`src/rtl/flash_reader_pkg.sv`:
```
// Shared definitions for the flash word reader: FSM encoding, bus widths
// and the byte-lane swap helper.
package flash_reader_pkg;

    localparam int FLASH_ADDR_W = 24;
    localparam int FLASH_WORD_W = 32;
    localparam int WORD_BYTES   = 4;

    typedef enum logic [2:0] {
        ST_IDLE      = 3'd0,
        ST_ISSUE     = 3'd1,
        ST_WAIT_DATA = 3'd2,
        ST_ACK_GAP   = 3'd3,
        ST_DRAIN     = 3'd4
    } reader_state_e;

    // Reverse the byte lanes so the first serial flash byte lands in [7:0].
    function automatic logic [FLASH_WORD_W-1:0] swap_bytes32(input logic [FLASH_WORD_W-1:0] w);
        return {w[7:0], w[15:8], w[23:16], w[31:24]};
    endfunction

endpackage

```
`src/rtl/sync_fifo.sv`:
```
// Single-clock FIFO with a registered head-of-queue output. The head
// register is reloaded every cycle with whatever entry will be at the front
// after this cycle's push/pop, so the consumer never sees a read latency.
module sync_fifo #(
    parameter int WIDTH = 33,
    parameter int DEPTH = 4
) (
    input  logic                       clk,
    input  logic                       reset,
    input  logic                       push,
    input  logic [WIDTH-1:0]           push_data,
    input  logic                       pop,
    output logic [WIDTH-1:0]           head_data,
    output logic                       full,
    output logic                       empty,
    output logic [$clog2(DEPTH):0]     count
);

    localparam int PTR_W = $clog2(DEPTH);
    localparam int CNT_W = PTR_W + 1;

    logic [WIDTH-1:0] mem_q [DEPTH];
    logic [PTR_W-1:0] wr_ptr_q;
    logic [PTR_W-1:0] rd_ptr_q;
    logic [CNT_W-1:0] count_q;
    logic [WIDTH-1:0] head_q;

    logic             push_ok_s;
    logic             pop_ok_s;
    logic [PTR_W-1:0] rd_ptr_d;
    logic [WIDTH-1:0] head_d;
    logic             full_s;
    logic             empty_s;

    // Qualify push/pop and work out which entry is the head next cycle.
    always_comb begin
        full_s    = (count_q == CNT_W'(DEPTH));
        empty_s   = (count_q == '0);
        pop_ok_s  = pop && !empty_s;
        push_ok_s = push && (!full_s || pop_ok_s);
        if (pop_ok_s) begin
            rd_ptr_d = rd_ptr_q + PTR_W'(1);
        end else begin
            rd_ptr_d = rd_ptr_q;
        end
        if (push_ok_s && (wr_ptr_q == rd_ptr_d)) begin
            head_d = push_data;
        end else begin
            head_d = mem_q[rd_ptr_d];
        end
    end

    // Storage, pointers, occupancy and head register.
    always_ff @(posedge clk) begin
        if (reset) begin
            for (int i = 0; i < DEPTH; i++) begin
                mem_q[i] <= '0;
            end
            wr_ptr_q <= '0;
            rd_ptr_q <= '0;
            count_q  <= '0;
            head_q   <= '0;
        end else begin
            if (push_ok_s) begin
                mem_q[wr_ptr_q] <= push_data;
                wr_ptr_q        <= wr_ptr_q + PTR_W'(1);
            end
            rd_ptr_q <= rd_ptr_d;
            head_q   <= head_d;
            case ({push_ok_s, pop_ok_s})
                2'b10:   count_q <= count_q + CNT_W'(1);
                2'b01:   count_q <= count_q - CNT_W'(1);
                default: count_q <= count_q;
            endcase
        end
    end

    assign head_data = head_q;
    assign full      = full_s;
    assign empty     = empty_s;
    assign count     = count_q;

endmodule

```
`src/rtl/flash_word_reader.sv`:
```
// Burst read sequencer in front of the SPI flash master: issues one address
// per 32-bit word, collects each returned word into a small FIFO and streams
// the words out with a last flag. At most one word is in flight, and a word
// is only requested when the FIFO has room for it.
module flash_word_reader
    import flash_reader_pkg::*;
#(
    parameter int FIFO_DEPTH = 4,
    parameter int COUNT_W    = 16,
    parameter int SWAP_BYTES = 0
) (
    input  logic                    clk,
    input  logic                    reset,
    input  logic                    start,
    input  logic [FLASH_ADDR_W-1:0] start_addr,
    input  logic [COUNT_W-1:0]      word_count,
    output logic                    busy,
    output logic                    done,
    output logic                    fl_addr_en,
    output logic [FLASH_ADDR_W-1:0] fl_addr_data,
    input  logic                    fl_rd_data_available,
    output logic                    fl_rd_ack,
    input  logic [FLASH_WORD_W-1:0] fl_rd_data,
    output logic                    out_valid,
    input  logic                    out_ready,
    output logic [FLASH_WORD_W-1:0] out_data,
    output logic                    out_last
);

    localparam int CNT_W = $clog2(FIFO_DEPTH) + 1;

    reader_state_e             state_q;
    logic [FLASH_ADDR_W-1:0]   addr_q;
    logic [COUNT_W-1:0]        remaining_q;
    logic                      busy_q;
    logic                      done_q;
    logic                      addr_en_q;
    logic [FLASH_ADDR_W-1:0]   addr_data_q;
    logic                      ack_q;
    logic                      pend_q;
    logic [FLASH_ADDR_W-1:0]   pend_addr_q;
    logic [COUNT_W-1:0]        pend_count_q;

    logic [FLASH_WORD_W-1:0]   word_s;
    logic                      last_s;
    logic                      push_s;
    logic                      pop_s;
    logic                      start_ok_s;
    logic [FLASH_ADDR_W-1:0]   launch_addr_s;
    logic [COUNT_W-1:0]        launch_count_s;
    logic [FLASH_WORD_W:0]     head_s;
    logic                      full_s;
    logic                      empty_s;
    logic [CNT_W-1:0]          count_s;

    // Byte ordering, push qualification and launch source selection.
    always_comb begin
        if (SWAP_BYTES != 0) begin
            word_s = swap_bytes32(fl_rd_data);
        end else begin
            word_s = fl_rd_data;
        end
        last_s     = (remaining_q == COUNT_W'(1));
        push_s     = (state_q == ST_WAIT_DATA) && fl_rd_data_available;
        pop_s      = !empty_s && out_ready;
        // A start coinciding with done belongs to the finished burst; drop it.
        start_ok_s = start && !done_q;
        if (start_ok_s) begin
            launch_addr_s  = start_addr;
            launch_count_s = word_count;
        end else begin
            launch_addr_s  = pend_addr_q;
            launch_count_s = pend_count_q;
        end
    end

    sync_fifo #(
        .WIDTH (FLASH_WORD_W + 1),
        .DEPTH (FIFO_DEPTH)
    ) u_fifo (
        .clk       (clk),
        .reset     (reset),
        .push      (push_s),
        .push_data ({last_s, word_s}),
        .pop       (pop_s),
        .head_data (head_s),
        .full      (full_s),
        .empty     (empty_s),
        .count     (count_s)
    );

    // Sequencer FSM with registered handshake and status outputs.
    always_ff @(posedge clk) begin
        if (reset) begin
            state_q      <= ST_IDLE;
            addr_q       <= '0;
            remaining_q  <= '0;
            busy_q       <= 1'b0;
            done_q       <= 1'b0;
            addr_en_q    <= 1'b0;
            addr_data_q  <= '0;
            ack_q        <= 1'b0;
            pend_q       <= 1'b0;
            pend_addr_q  <= '0;
            pend_count_q <= '0;
        end else begin
            done_q    <= 1'b0;
            addr_en_q <= 1'b0;
            ack_q     <= 1'b0;
            case (state_q)
                ST_IDLE: begin
                    if (fl_rd_data_available && !ack_q) begin
                        // Word left over from a burst cut short by reset.
                        ack_q <= 1'b1;
                        if (start_ok_s) begin
                            pend_q       <= 1'b1;
                            pend_addr_q  <= start_addr;
                            pend_count_q <= word_count;
                        end
                    end else if (ack_q) begin
                        // Master is still dropping the stale word this cycle.
                        if (start_ok_s) begin
                            pend_q       <= 1'b1;
                            pend_addr_q  <= start_addr;
                            pend_count_q <= word_count;
                        end
                    end else if (start_ok_s || pend_q) begin
                        pend_q      <= 1'b0;
                        addr_q      <= launch_addr_s;
                        remaining_q <= launch_count_s;
                        busy_q      <= 1'b1;
                        if (launch_count_s != '0) begin
                            state_q <= ST_ISSUE;
                        end else begin
                            state_q <= ST_DRAIN;
                        end
                    end else begin
                        state_q <= ST_IDLE;
                    end
                end
                ST_ISSUE: begin
                    if (!full_s) begin
                        addr_en_q   <= 1'b1;
                        addr_data_q <= addr_q;
                        state_q     <= ST_WAIT_DATA;
                    end else begin
                        state_q <= ST_ISSUE;
                    end
                end
                ST_WAIT_DATA: begin
                    if (fl_rd_data_available) begin
                        ack_q       <= 1'b1;
                        addr_q      <= addr_q + FLASH_ADDR_W'(WORD_BYTES);
                        remaining_q <= remaining_q - COUNT_W'(1);
                        state_q     <= ST_ACK_GAP;
                    end else begin
                        state_q <= ST_WAIT_DATA;
                    end
                end
                ST_ACK_GAP: begin
                    if (remaining_q != '0) begin
                        state_q <= ST_ISSUE;
                    end else begin
                        state_q <= ST_DRAIN;
                    end
                end
                ST_DRAIN: begin
                    if (count_s == '0) begin
                        done_q  <= 1'b1;
                        busy_q  <= 1'b0;
                        state_q <= ST_IDLE;
                    end else begin
                        state_q <= ST_DRAIN;
                    end
                end
                default: begin
                    busy_q  <= 1'b0;
                    state_q <= ST_IDLE;
                end
            endcase
        end
    end

    assign busy         = busy_q;
    assign done         = done_q;
    assign fl_addr_en   = addr_en_q;
    assign fl_addr_data = addr_data_q;
    assign fl_rd_ack    = ack_q;
    assign out_valid    = !empty_s;
    assign out_data     = head_s[FLASH_WORD_W-1:0];
    assign out_last     = head_s[FLASH_WORD_W];

endmodule
```
`config.mk`:
```
export PLATFORM = sky130hd
export DESIGN_NAME = flash_word_reader
export DESIGN_NICKNAME = d
export VERILOG_FILES = /design/src/rtl/flash_reader_pkg.sv /design/src/rtl/sync_fifo.sv /design/src/rtl/flash_word_reader.sv
export SDC_FILE = /design/constraint.sdc
export NUM_CORES = 1
export LEC_CHECK = 0
export ABC_AREA = 1
export BUFFER_PORTS_ARGS = -buffer_cell sky130_fd_sc_hd__buf_2
export CAP_MARGIN = 15
export CELL_PAD_IN_SITES_DETAIL_PLACEMENT = 0
export CELL_PAD_IN_SITES_GLOBAL_PLACEMENT = 1
export CORE_ASPECT_RATIO = 0.8
export CORE_MARGIN = 3
export CORE_UTILIZATION = 45
export DETAILED_ROUTE_END_ITERATION = 12
export GPL_ROUTABILITY_DRIVEN = 1
export HOLD_SLACK_MARGIN = 0.06
export PLACE_DENSITY = 0.86
export SKIP_CTS_REPAIR_TIMING = 1
export SYNTH_ARGS = -nofsm -noshare
export SYNTH_HDL_FRONTEND = slang
export SYNTH_SLANG_ARGS = --single-unit
```
`constraint.sdc`:
```
create_clock -name clk -period 5.3 [get_ports clk]
set_clock_uncertainty 0.2 [all_clocks]
set_input_delay 1.06 -clock clk [delete_from_list [all_inputs] [get_ports clk]]
set_output_delay 1.06 -clock clk [all_outputs]
set_load 0.05 [all_outputs]
```
; Word level (Yosys, flattened, before mapping)
; Memory sizes are Yosys's and may differ from the RTL's. A register that Yosys moved wholly into a read port is not among the register bits.
; Index checks and enable logic that the tools add are counted.
[word_totals]
regBits = 119
n_memories = 1
word_cells = 117
mem_bits_rw = 132
[classes]
n_addsub = 6
bitwise_logic = 4
reduce_logical = 30
n_eq_ne = 13
muxes = 49
[memory_table]
columns = memory, depth, word_bits, read_ports, rd_ports_with_merged_regs, write_ports, line_no
row1 = u_fifo.mem_q, 4, 33, 1, 1, 4, sync_fifo.sv:22  ; logic [WIDTH-1:0] mem_q [DEPTH];
[ops]
columns = cell, count
row1 = $mux 24, 7
row2 = $mux 16, 7
row3 = $pmux 24 s2, 1
row4 = $mux 33, 1
row5 = $reduce_or 33->1, 1
row6 = $pmux 16 s2, 1
row7 = $reduce_bool 16->1, 2
row8 = $add 24x3->24 const B, 1
row9 = $mux 1, 19
row10 = $mux 3, 6
row11 = $eq 16x1->1 const B, 1
row12 = $sub 16x1->16 const B, 1
row13 = $pmux 3 s5, 1
row14 = $ne 2x2->1 const B, 5
row15 = $reduce_and 5->1, 2
row16 = $reduce_and 2->1, 4
row17 = $eq 3x2->1 const B, 2
row18 = $eq 3x3->1 const B, 2
row19 = $logic_and 1x1->1, 6
row20 = $logic_not 3->1, 2
row21 = $mux 2, 3
row22 = $pmux 3 s2, 1
row23 = $reduce_bool 2->1, 3
row24 = $add 2x1->2 const B, 2
row25 = other kinds (13), 21

; Longest topological paths before layout
; Gate-level depths: netlist of the first run.
[depth]
depth_word = 11
ltp_mapped = 14

; Hierarchy
; From an unflattened synthesis of the first run, not the netlist that was laid out.
[hier_totals]
cells_unflattened = 1825
hier_area_um2 = 13895.8
[by_module_without_submodules]
columns = mod, instances, cells_each, seq_area_each_um2, area_each_um2
row1 = sync_fifo, 1, 901, 4764.6, 8003.9
row2 = flash_word_reader, 1, 924, 2242.2, 5891.9

; Least setup slack after synthesis of the first run
; OpenSTA, ideal clock, no wires.
[synth_timing]
path_kind = input -> register
start = input port reset
end = memory u_fifo.mem_q[3][0], enable pin
arrival_ns = 3.069
path_buffers = 1
slack_ns = 1.607
required_time_ns = 4.677
setup_time_ns = 0.423
cell_stages = 5
cell_sequence = clkbuf_1 > inv_1 > nand4_1 > inv_1 > nor2_1
[synth_lines]
columns = element, line_no
row1 = "start, declared", flash_word_reader.sv:13  ; input logic reset,
row2 = "end, declared", sync_fifo.sv:22

; Final worst setup path of the first run
[layout_timing]
start = register u_fifo.count_q[0] (netlist: u_fifo.count[0])
end = register u_fifo.head_q[8] (netlist: u_fifo.head_data[8]) (read register of u_fifo.mem_q)
[layout_via]
elab_chain_cells = 5
[layout_lines]
columns = element, line_no
row1 = "start, declared", sync_fifo.sv:25  ; logic [CNT_W-1:0] count_q;
row2 = "start signal, assigned", sync_fifo.sv:71  ; 2'b10: count_q <= count_q + CNT_W'(1);
row3 = "start signal, assigned", sync_fifo.sv:72  ; 2'b01: count_q <= count_q - CNT_W'(1);
row4 = "start signal, assigned", sync_fifo.sv:73  ; default: count_q <= count_q;
row5 = $logic_not 3->1 (*), sync_fifo.sv:38  ; empty_s = (count_q == '0);
row6 = $logic_not 1->1 (*), "sync_fifo.sv:39, flash_word_reader.sv:65"
row7 = $logic_and 1x1->1, flash_word_reader.sv:65  ; pop_s = !empty_s && out_ready;
row8 = $logic_and 1x1->1 (*), sync_fifo.sv:39  ; pop_ok_s = pop && !empty_s;
row9 = $mux 2 (*), sync_fifo.sv:41  ; if (pop_ok_s) begin
row10 = "end, declared", sync_fifo.sv:26  ; logic [WIDTH-1:0] head_q;
; Every way passes the cells marked *; elsewhere a longest branch is shown, timed or not.
; A chain may end at the register's enable or synchronous reset.

==> impl_metrics.tcl, run 1 <==
set metrics [dict create \
    syn_to_final_growth_pct 15.4 \
    grt_pass1_vias 10700 \
    required_ns 5.59 \
    power_density_nw_per_um2 533 \
    synth_compound_area_frac 0.122 \
    wire_per_inst_um 15.9 \
    crit_path_max_fanout 35 \
    path_class "reg -> reg" \
    ctsRootBufferMaster "clkbuf_16" \
    cap_violations 0 \
    coreArea_um2 28500 \
    synthTopCellsByCount "nand2_1, nor2_1, dfxtp_1, inv_1, a21oi_1" \
    grt_overflow 0 \
    drc 0 \
    synth_edf_count 132 \
    rows 55 \
    grt_max_degree 91 \
    synth_top_family_by_area "simple AND/OR/NAND/NOR gates" \
    avgSynthCellArea_um2 7.79 \
    gp_congestion 0.834 \
    hold_end "pend_addr_q[7]$_SDFFE_PP0P_" \
    start_util 0.461 \
    fmax_mhz 310 \
    clkSinkCount 284 \
    clock_latency_ns 0.55 \
    synth-simple-area-share 0.259 \
    first_pass_iters 5 \
    wl_mm 34.8 \
    worst-r2r-cell-count 13 \
    antenna_left 0 \
    synth_top_area_frac 0.302 \
    crit_path_end_kind "flip-flop" \
    cts_tree "yes" \
    synth-seq-cells 284 \
    finalHoldViolCount 0 \
    htreeDepth 1 \
    nets 1869 \
    finalSetupViolCount 0 \
    cts_made_buffers 30 \
    synth-xor-area-share 0.00267 \
    vias_per_cell 5.18 \
    fin_crit_sh 0.608 \
    reg2reg_slack_ns 2.08 \
    via_count 11300 \
    yosysMostFrequentCell "nand2_1" \
    async_reset_ff_frac 0 \
    slew_headroom 0.360 \
    syn_nets 1769 \
    synth.largest_area_cell "edfxtp_1" \
    syn_inst 1688 \
    netlist_area_um2 13100 \
    dieArea_um2 31300 \
    synthAdderAreaFrac 0.00438 \
    drtIter0Drc 852 \
    grt_pass1_wl_mm 55.8 \
    muxShareOfSynthArea 0.00457 \
    antenna_found_initial 2 \
    holdPathStages 2 \
    maxSlewViolCount 0 \
    dp_hpwl_mm 22.0 \
    dpl_cell_area_um2 14100 \
    ys.flop_type "dfxtp_1" \
    max_slew.worst_pin.slew_ns 0.961 \
    io_pins 139 \
    synth.distinct_cells 40 \
    cts.path.max_buffers 3 \
    port_buffers 138 \
    leakagePower_nw 6.88 \
    ir_drop_mv 0.349 \
    yosysWarnings 0 \
    r2r_start "u_fifo.count[0]$_SDFFE_PP0P_" \
    die-width_um 197 \
    rsz0062_at_grt "no" \
    ys_top_cells_by_area "edfxtp_1, dfxtp_1, nand2_1" \
    hp-class "reg -> reg" \
    grtUsageTotal 0.217 \
    worstSetupStartpointType "flip-flop" \
    final_layout_size_suffix_gt1_frac 0.139 \
    clkSlewWorstSetupHoldPaths_ns 0.06 \
    die_h_um 159 \
    setup_tns_ns 0 \
    r2r-end "u_fifo.head_data[8]$_SDFF_PP0_" \
    fin_area_um2 15200 \
    min_from "pend_addr_q[7]$_SDFFE_PP0P_" \
    outcome "complete, no violations" \
    synth.yosys.seq_area_share 0.533 \
    cp.arrival_ns 3.51 \
    layout_min_cycle_time_ns 3.22 \
]
## per-stage QoR
| stage | total power (W) | setup WS (ns) | utilization | instances | hold WS [ns] |
|---|---|---|---|---|---|
| detailed placement | 0.00589 | 1.58 | 0.495 | 2125 | 0.243 |
| finish | 0.00809 | 2.08 | 0.532 | 2183 | 0.249 |
| global route | 0.00862 | 1.70 | 0.532 | 2183 | 0.276 |
| global placement | 0.00585 | 1.65 | 0.495 | 2125 | 0.234 |
| floorplan | 0.00516 | 1.61 | - | 1688 | 0.225 |
| CTS | 0.00812 | 2.07 | 0.532 | 2181 | 0.253 |
## cells by family after synthesis
group,Yosys count
and+or+nand+nor,837
muxes,6
DFF,284
AOI/OAI and AO/OA,306
xor gates and xnor gates,4
adders and majority gates,4
buffers and inverters,247
## state kept, by name, indices dropped and copies added, names as in the netlist
name and cells:
fl_rd_ack 1, fl_addr_data 24, remaining_q 16, addr_q 24
u_fifo.mem_q 132, u_fifo.rd_ptr_q 2, pend_addr_q 24, pend_count_q 16
u_fifo.count 3, state_q 3, fl_addr_en 1, pend_q 1
done 1, u_fifo.wr_ptr_q 2, busy 1, u_fifo.head_data 33
## layout by cell type, fill, tap and decap left out, types with 6 or more instances in the layout
cell	n
edfxtp_1	132
dfxtp_1	152
or2_2	18
clkinvlp_4	10
mux2i_1	6
o21ai_0	128
nand3_1	79
buf_4	23
a31oi_1	19
buf_2	138
inv_1	150
nor2_1	246
nor3_1	13
nand2_2	8
nand4_1	11
clkbuf_16	31
a21oi_1	139
nand2_1	449
## metal layers
layer	global-route usage	routed length, µm	up-vias
li1	-	-	5693
met1	0.317	16700	5252
met2	0.344	15500	309
met3	0.0320	1990	46
met4	0.0473	636	2
met5	0	7	-
## worst max-delay path, stage by stage (launching register included)
cell     delay, ns
dfxtp_1       0.41
nor2_1        0.10
nand2_2       0.16
nand2_2       0.10
nand2_1       0.12
nand2_2       0.38
inv_1         0.73
buf_4         0.46
nand2_1       0.10
nand3_1       0.08
nand2_1       0.06
nand2_1       0.06
nand2_1       0.07
nor2_1        0.11
## layout make-up
type                            count  area [µm²]
Inverter                          153         576
Clock inverter                     20         228
Tap cell                          370         463
Clock buffer                       36         825
Timing Repair Buffer              162         883
Multi-Input combinational cell   1157        5180
Antenna cell                        1        2.50
Sequential cell                   284        7010
Fill cell                        2738       13300
## how the worst max path moves through the flow
stage,from,endpoint,slack [ns],cells after the start
2_1_floorplan,reset,u_fifo.mem_q[3][0]$_DFFE_PP_,1.61,5
3_3_place_gp,out_ready,u_fifo.head_data[8]$_SDFF_PP0_,1.65,12
3_5_place_dp,out_ready,u_fifo.head_data[19]$_SDFF_PP0_,1.58,12
4_1_cts,u_fifo.count[0]$_SDFFE_PP0P_,u_fifo.head_data[5]$_SDFF_PP0_,2.07,13
5_1_grt,u_fifo.count[0]$_SDFFE_PP0P_,u_fifo.head_data[2]$_SDFF_PP0_,1.70,13
6_report,u_fifo.count[0]$_SDFFE_PP0P_,u_fifo.head_data[8]$_SDFF_PP0_,2.08,13
## power by group
group / total, W / internal [W] / switching, W / leakage, nW
registers: 0.00286 / 0.00266 / 0.000193 / 2.61
clock network: 0.00221 / 0.00131 / 0.000906 / 0.482
logic: 0.00301 / 0.000833 / 0.00218 / 3.79
total: 0.00809 / 0.00481 / 0.00328 / 6.88
No activity file was read; power rests on OpenSTA's default activity.
==> run 2: changes to the inputs <==
Settings changed: ABC_AREA 1 to 0, PLACE_DENSITY 0.86 to 0.83.
Clock period 5.3 ns to 3.35 ns, I/O delays scaled along.
==> impl_metrics.tcl, run 2 <==
set metrics [dict create \
    antenna_left 0 \
    cap_violations 0 \
    ir_drop_mv 0.448 \
    grt_pass1_vias 11600 \
    syn_inst 1574 \
    cts_made_buffers 29 \
    reg2reg_slack_ns 0.57 \
    r2r-end "u_fifo.mem_q[3][20]$_DFFE_PP_" \
    synthAdderAreaFrac 0.00401 \
    worstPathCellList "nand2_1, nor3_4, buf_4, nand2_1, o21ai_4, buf_12" \
    synth_top_family_by_area "simple AND/OR/NAND/NOR gates" \
    cts_tree "yes" \
    coreArea_um2 30900 \
    synth.yosys.seq_area_share 0.488 \
    syn_nets 1655 \
    via_count 12400 \
    p_seq_frac 0.377 \
    gp_congestion 0.799 \
    nets 1738 \
    netlist_area_um2 14400 \
    grt_overflow 0 \
    critical_path.startpoint "state_q[1]$_SDFFE_PP0P_" \
    leakagePower_nw 6.44 \
    htreeDepth 1 \
    combPwrFrac 0.361 \
    avgSynthCellArea_um2 9.13 \
    cp_num_buf_inv 2 \
    clkSinkCount 284 \
    n_fill_cell 2826 \
    synth-simple-area-share 0.225 \
    r2r_start "state_q[1]$_SDFFE_PP0P_" \
    min_from "start_addr[8]" \
    crit_slowest_cell "dfxtp_1" \
    synth_edf_count 132 \
    power_density_nw_per_um2 759 \
    die_h_um 166 \
    ys_top_cells_by_area "edfxtp_1, dfxtp_1, mux2i_1" \
    crit_path_end_kind "flip-flop" \
    first_pass_iters 5 \
    max_slew.worst_pin.slew_ns 0.894 \
    drc 0 \
    ctsRootBufferMaster "clkbuf_16" \
    yosysWarnings 0 \
    dieArea_um2 34100 \
    worst-r2r-cell-count 6 \
    path_common_cell "nand2_1" \
    ys.flop_type "dfxtp_1" \
    muxShareOfSynthArea 0.0718 \
    synth-seq-cells 284 \
    synth-xor-area-share 0.00427 \
    vias_per_cell 5.94 \
    power.internal_w 0.00756 \
    max_stage_delay_ns 0.60 \
    wl_mm 40.6 \
    maxSlewViolCount 0 \
    synth_compound_area_frac 0.155 \
    die-width_um 206 \
    port_buffers 138 \
    yosysMostFrequentCell "nand2_1" \
    drtIter0Drc 1341 \
    slew_headroom 0.404 \
    io_pins 139 \
    wire_per_inst_um 19.4 \
    grtUsageTotal 0.232 \
    finalSetupViolCount 0 \
    antenna_found_initial 2 \
    start_util 0.465 \
    cp.arrival_ns 2.82 \
    rsz0062_at_grt "no" \
    regMostFlops "u_fifo.mem_q" \
    outcome "complete, no violations" \
    hp-class "in -> reg" \
    fmax_mhz 360 \
    syn_to_final_growth_pct 14.5 \
    synth_top_area_frac 0.276 \
    setup_tns_ns 0 \
    clkPwrFrac 0.262 \
    async_reset_ff_frac 0 \
    synth.distinct_cells 67 \
    synthTopCellsByCount "nand2_1, dfxtp_1, edfxtp_1, a21oi_1, mux2i_1" \
    dp_hpwl_mm 26.0 \
    final_layout_size_suffix_gt1_frac 0.157 \
    synth.largest_area_cell "edfxtp_1" \
    finalHoldViolCount 0 \
    clock_latency_ns 0.56 \
    layout_min_cycle_time_ns 2.78 \
    p_switching_w 0.00493 \
    path_class "reg -> reg" \
    clkSlewWorstSetupHoldPaths_ns 0.06 \
    cts.path.max_buffers 3 \
    p_sw_frac 0.395 \
    required_ns 3.38 \
    final_common_cell "nand2_1" \
    worstSetupStartpointType "flip-flop" \
    holdPathStages 3 \
    grt_pass1_wl_mm 64.7 \
    crit_path_max_fanout 38 \
    crit_family "buffers and inverters" \
    hold_end "pend_addr_q[8]$_SDFFE_PP0P_" \
    largest_reg_flops 132 \
    rows 57 \
    layout_common_cells "nand2_1, dfxtp_1, buf_2, edfxtp_1" \
    grt_max_degree 83 \
    p_total_w 0.0125 \
    fin_crit_sh 0.830 \
]
-- run 2: stage by stage --
stage / cells / setup WS (ns) / hold slack [ns] / util / area, µm²
2_1_floorplan: 1574 / 0.283 / 0.236 / - / 14400
3_3_place_gp: 2039 / 0.525 / 0.241 / 0.501 / 15500
3_5_place_dp: 2039 / 0.483 / 0.248 / 0.501 / 15500
4_1_cts: 2091 / 0.580 / 0.130 / 0.533 / 16400
5_1_grt: 2092 / 0.406 / 0.163 / 0.533 / 16400
6_report: 2092 / 0.568 / 0.152 / 0.533 / 16400
-- run 2: worst max-delay path by stage --
stage / end / slack (ns) / cells after the start
after global placement: u_fifo.mem_q[3][29]$_DFFE_PP_ / 0.52 / 7
after floorplan: u_fifo.mem_q[3][0]$_DFFE_PP_ / 0.28 / 8
after CTS: u_fifo.mem_q[3][15]$_DFFE_PP_ / 0.58 / 6
after detailed placement: u_fifo.mem_q[3][29]$_DFFE_PP_ / 0.48 / 7
final: u_fifo.mem_q[3][20]$_DFFE_PP_ / 0.57 / 6
after global routing: u_fifo.mem_q[3][15]$_DFFE_PP_ / 0.41 / 6
-- run 2: power by group through the flow --
stage / clock (W) / combinational, W / sequential, W
final: 0.00327 / 0.00450 / 0.00471
after global routing: 0.00348 / 0.00490 / 0.00480
after CTS: 0.00334 / 0.00449 / 0.00470
after detailed placement: 0 / 0.00448 / 0.00477
after global placement: 0 / 0.00440 / 0.00476
after floorplan: 0 / 0.00281 / 0.00519
-- run 2: cell families (layout without fill, tap and decap cells) --
group,count (synthesis),in the layout
other,0,1
AND/OR/NAND/NOR,641,641
XOR/XNOR,7,7
adder cells (fa/ha/maj),4,4
flip-flops,284,284
multiplexers,103,103
AO/OA/AOI/OAI,348,348
buffers and inverters,187,291
-- run 2: per-layer routing --
layer | global-route usage | share of wire | vias to the layer above
li1 | - | - | 5906
met1 | 0.355 | 0.47 | 5985
met2 | 0.346 | 0.44 | 463
met3 | 0.0321 | 0.066 | 66
met4 | 0.0572 | 0.022 | 2
met5 | 0 | 0.00032 | -
-- run 2: final cells by class --
class / count / area [µm²] / share of cell area
Sequential cell: 284 / 7010 / 0.426
Timing Repair Buffer: 191 / 1120 / 0.0678
Inverter: 48 / 180 / 0.0110
Multi-Input combinational cell: 1103 / 6660 / 0.405
Antenna cell: 1 / 2.50 / 0.000152
Tap cell: 413 / 517 / 0.0314
Clock inverter: 4 / 45.0 / 0.00274
Clock buffer: 48 / 916 / 0.0557
-- run 2: worst min-delay path, cell delays in order --
cell and delay (ns):
buf_2 0.10, nand2_1 0.05, a21oi_1 0.05
